## src/rtl/axis_packet_fifo.sv

```systemverilog
// Single-clock AXI4-Stream FIFO with optional store-and-forward packet mode.
// Bad-frame packets and packets larger than the FIFO are dropped before the consumer sees them.
module axis_packet_fifo #(
    parameter int DATA_WIDTH  = 8,
    parameter int ADDR_DEPTH  = 4,
    parameter int PACKET_MODE = 1
) (
    input  logic                    aclk,
    input  logic                    areset,
    input  logic [DATA_WIDTH-1:0]   s_tdata,
    input  logic [DATA_WIDTH/8-1:0] s_tkeep,
    input  logic                    s_tvalid,
    output logic                    s_tready,
    input  logic                    s_tlast,
    input  logic                    s_tuser,
    output logic [DATA_WIDTH-1:0]   m_tdata,
    output logic [DATA_WIDTH/8-1:0] m_tkeep,
    output logic                    m_tvalid,
    input  logic                    m_tready,
    output logic                    m_tlast,
    output logic [ADDR_DEPTH:0]     fill_count,
    output logic                    pkt_good,
    output logic                    pkt_drop
);

    localparam int KEEP_W = DATA_WIDTH / 8;
    localparam int WORD_W = 1 + KEEP_W + DATA_WIDTH;
    localparam int PTR_W  = ADDR_DEPTH + 1;
    localparam int DEPTH  = 1 << ADDR_DEPTH;

    typedef enum logic {
        ACCEPT = 1'b0,
        DROP   = 1'b1
    } state_t;

    logic [WORD_W-1:0] mem [DEPTH];

    state_t     state, state_next;
    logic [PTR_W-1:0] wr_ptr, commit_ptr, rd_ptr;
    logic [PTR_W-1:0] wr_ptr_next, commit_ptr_next, rd_ptr_next;
    logic [PTR_W-1:0] level, pend_level;
    logic             full, oversize_cond;
    logic             wr_en, rd_en, store_beat;
    logic             pkt_good_next, pkt_drop_next;

    assign level      = wr_ptr - rd_ptr;
    assign pend_level = wr_ptr - commit_ptr;
    assign full       = (level == PTR_W'(DEPTH));

    // The whole FIFO holds one unfinished packet: it can never commit, so keep accepting and discard.
    assign oversize_cond = (PACKET_MODE != 0) && full && (pend_level == PTR_W'(DEPTH));

    assign s_tready   = ~areset & (~full | (state == DROP) | oversize_cond);
    assign wr_en      = s_tvalid & s_tready;
    assign m_tvalid   = (rd_ptr != commit_ptr);
    assign rd_en      = m_tvalid & m_tready;
    assign fill_count = level;

    assign {m_tlast, m_tkeep, m_tdata} = mem[rd_ptr[ADDR_DEPTH-1:0]];

    always_comb begin
        state_next      = state;
        wr_ptr_next     = wr_ptr;
        commit_ptr_next = commit_ptr;
        rd_ptr_next     = rd_ptr;
        store_beat      = 1'b0;
        pkt_good_next   = 1'b0;
        pkt_drop_next   = 1'b0;

        if (rd_en) begin
            rd_ptr_next = rd_ptr + PTR_W'(1);
        end

        if (wr_en) begin
            if (PACKET_MODE == 0) begin
                store_beat      = 1'b1;
                wr_ptr_next     = wr_ptr + PTR_W'(1);
                commit_ptr_next = wr_ptr + PTR_W'(1);
            end else begin
                case (state)
                    ACCEPT: begin
                        if (oversize_cond) begin
                            wr_ptr_next = commit_ptr;
                            if (s_tlast) begin
                                pkt_drop_next = 1'b1;
                            end else begin
                                state_next = DROP;
                            end
                        end else if (s_tlast && s_tuser) begin
                            wr_ptr_next   = commit_ptr;
                            pkt_drop_next = 1'b1;
                        end else begin
                            store_beat  = 1'b1;
                            wr_ptr_next = wr_ptr + PTR_W'(1);
                            if (s_tlast) begin
                                commit_ptr_next = wr_ptr + PTR_W'(1);
                                pkt_good_next   = 1'b1;
                            end
                        end
                    end
                    DROP: begin
                        if (s_tlast) begin
                            pkt_drop_next = 1'b1;
                            state_next    = ACCEPT;
                        end
                    end
                    default: state_next = ACCEPT;
                endcase
            end
        end
    end

    always_ff @(posedge aclk or posedge areset) begin
        if (areset) begin
            state      <= ACCEPT;
            wr_ptr     <= '0;
            commit_ptr <= '0;
            rd_ptr     <= '0;
            pkt_good   <= 1'b0;
            pkt_drop   <= 1'b0;
        end else begin
            state      <= state_next;
            wr_ptr     <= wr_ptr_next;
            commit_ptr <= commit_ptr_next;
            rd_ptr     <= rd_ptr_next;
            pkt_good   <= pkt_good_next;
            pkt_drop   <= pkt_drop_next;
        end
    end

    // Storage is not reset; stale words are hidden because m_tvalid gates them.
    always_ff @(posedge aclk) begin
        if (store_beat) begin
            mem[wr_ptr[ADDR_DEPTH-1:0]] <= {s_tlast, s_tkeep, s_tdata};
        end
    end

endmodule

```

## config.mk

```make
export PLATFORM = sky130hd
export DESIGN_NAME = axis_packet_fifo
export DESIGN_NICKNAME = d
export VERILOG_FILES = /design/src/rtl/axis_packet_fifo.sv
export SDC_FILE = /design/constraint.sdc
export NUM_CORES = 1
export LEC_CHECK = 0
export ABC_AREA = 1
export CAP_MARGIN = 20
export CORE_ASPECT_RATIO = 1.5
export CORE_UTILIZATION = 68
export CTS_BUF_LIST = sky130_fd_sc_hd__clkbuf_8
export DETAILED_ROUTE_END_ITERATION = 8
export PLACE_DENSITY = 0.89
export RECOVER_POWER = 50
export SYNTH_ARGS = -nofsm -noshare
export SYNTH_HDL_FRONTEND = slang
export SYNTH_SLANG_ARGS = --single-unit
```

## constraint.sdc

```tcl
create_clock -name aclk -period 5.2 [get_ports aclk]
set_input_delay 0.78 -clock aclk [delete_from_list [all_inputs] [get_ports aclk]]
set_output_delay 0.78 -clock aclk [all_outputs]
set_load 0.01 [all_outputs]
```

==> metrics.txt <==
status=finished clean; final worst slack=992 ps; vias per cell=6.44; total clock buffers created by CTS=17; post-route setup TNS=0 ps; WP data required=4420 ps; GRT met3 Usage=7.37%; Worst Path Max Fanout=19; PwrDens=approximately 560 mW/mm^2; Yosys top cell by area=edfxtp_1; routed len/inst=21.8 microns; routed wire length=approximately 18000 microns; Synth Area in Compound Gates=10.1%; die height=between 100 and 150 microns; Setup Buffers After CTS=0; drt drc=0; layout cells sized above 1=approximately a tenth; cell area after synthesis=0.00784 sq mm; TritonRoute pass-1 iters=5; Worst Skew=17.5 ps; kind of end point of the critical path=primary output; top area cells in the synthesized netlist=edfxtp_1, dfrtp_1, o21ai_0, nor2_1, nand2_1; ys async rst share=between 10% and 20%; Seq cells post-synth=178; Max Slew Vio Count=0; total number of H-tree levels=4; post-synthesis simple-gate area fraction=between 15 and 20%; RSZ-0062 raised after global routing=false; Core ar.=0.0111 sq mm; setup violators final=0; Max-Cap Viols=0; largest net degree at the start of global routing=between 80 and 90; top-count cell post-synth=edfxtp_1; PortBufs=33; Tcrit/Tclk final=80.9%; syn_nets=689; DIE AREA=0.0120 sq mm; Tot GR Track Use=between 30% and 40%; vias in the first global route=~5300; EDFF count, synth=160; initial antenna violation count=0; Synth Area per Inst=11.9 sq um; worst slack, placed=1450 ps; final hold vios=0; Relative slew margins=26.7%; sequential area share after synthesis=67.0%; largest family of logic cells by synthesized area=simple AND/OR/NAND/NOR gates; GRT overflow=0; clk root buf=clkbuf_8; vias=5429; Final Critical Period=4210 ps; Post-Synth XOR/XNOR Area=1.34%; cts repair resizes=0; Synth cell types=37; Slew @ Worst Pin=1100 ps; number of fill cells=649; Area growth syn-to-layout=10.5%; total power=4.85 mW; Top FF cell, synth=edfxtp_1; CP Launch Type=flip-flop; commonest cells in the netlist=edfxtp_1, nor2_1, o21ai_0; global-route wire length before repair=28300 microns; Die X-Extent=89.7 microns; post-route ant nets=0; Cells after Synth=660; cell row count=47; antenna cells=0; Fmax=~240 MHz; final instance area=0.00866 sq mm; mux contribution to synthesized area=0%; busiest layer in global routing=met2; Leakage=slightly above 3 nW; crit path kind=reg2out; initial DRC count=794; final net count=712; Yosys warning count=0; worst skew pair latency=between 400 and 500 ps; gp weighted congestion=0.916; met2 Usage GRT=51.1%; post-synth top area share=61.3%; WHS=542 ps; Placed Instance Area=around 0.0082 sq mm; # IOs=34; met1 GRT Util=44.3%; clock sink count=between 150 and 200; Longest Clk Path Bufs=2; Clock Pin Slew Worst Setup and Hold Paths=100 ps; Post-DP HPWL=12000 microns; cts hold-fix bufs=0; Initial Util=70.5%; CTS tree=yes; adder-cell area share of the yosys netlist=2.33%; VDD IR max=about 390 uV; CP Data Arrival Time=roughly 3400 ps; Min-Delay Path Class=reg2reg
==> layout by cell type, fill, tap and decap left out, types with 14 or more instances in the layout <==
master,n
clkdlybuf4s50_1,19
clkbuf_8,17
edfxtp_1,160
dfrtp_1,18
nor2_1,92
o221ai_1,17
o22ai_1,23
nand3_1,43
nand2_1,78
nor3_2,16
dlygate4sd3_1,14
inv_1,30
o21ai_0,82
==> cell families (layout without fill, tap and decap cells) <==
kind of cell	after synthesis	count (layout)
xor gates and xnor gates	12	12
and+or+nand+nor	251	251
DFF	178	178
adders and majority gates	14	14
buffers and inverters	70	106
AOI/OAI and AO/OA	135	135
==> sequential cells by signal (all words and copies together), names as in the netlist <==
register,flops
mem,160
wr_ptr,5
state,1
pkt_drop,1
rd_ptr,5
commit_ptr,5
pkt_good,1
==> area by class of cell <==
cell class              instances  area (sq um)  area share, %
multi-input cells             412          2280           26.3
inverters                      35           131           1.52
well taps                     147           184           2.12
clock inverters                15           190           2.20
repair buffers                 39           384           4.44
clock buffers                  17           234           2.70
flip-flops and latches        178          5260           60.7
==> through the flow <==
step | instances | utilization (%)
floorplan | 660 | -
global placement | 810 | 74.1
detailed placement | 810 | 74.1
CTS | 842 | 77.9
global route | 843 | 77.9
finish | 843 | 77.9
==> worst paths after layout <==
check	depth (start not counted)	startpoint	slack [ps]	endpoint
max in group asynchronous	3	areset	3380	wr_ptr[3]
min	1	rd_ptr[3]	540	rd_ptr[3]
max	10	rd_ptr[2]	990	s_tready
max reg2reg	11	rd_ptr[2]	1360	mem[2][4]
min in group asynchronous	3	areset	1150	pkt_drop
min reg2reg	1	rd_ptr[3]	540	rd_ptr[3]
==> power by group <==
group | leakage [nW] | internal, mW | switching (mW) | total, mW
combinational | 1.17 | 0.764 | 1.28 | 2.04
sequential | 1.67 | 1.66 | 0.155 | 1.82
clock | 0.213 | 0.452 | 0.535 | 0.988
==> per-layer routing <==
layer	vias up	routed length [microns]
met3	75	1730
met4	0	903
met1	2535	6580
met2	398	9120
li1	2421	-
met5	-	0
==> worst max-delay path: stages, from the launching register on <==
cell             delay (ps)
dfrtp_1                 830
clkinv_1                470
ha_1                    470
nand2_1                 100
clkinv_1                 60
nor2_1                  130
nor2_1                   70
nand3_2                 100
nor3_1                   60
a21oi_1                 130
clkdlybuf4s50_1         550
No activity file was read; power rests on OpenSTA's default activity.
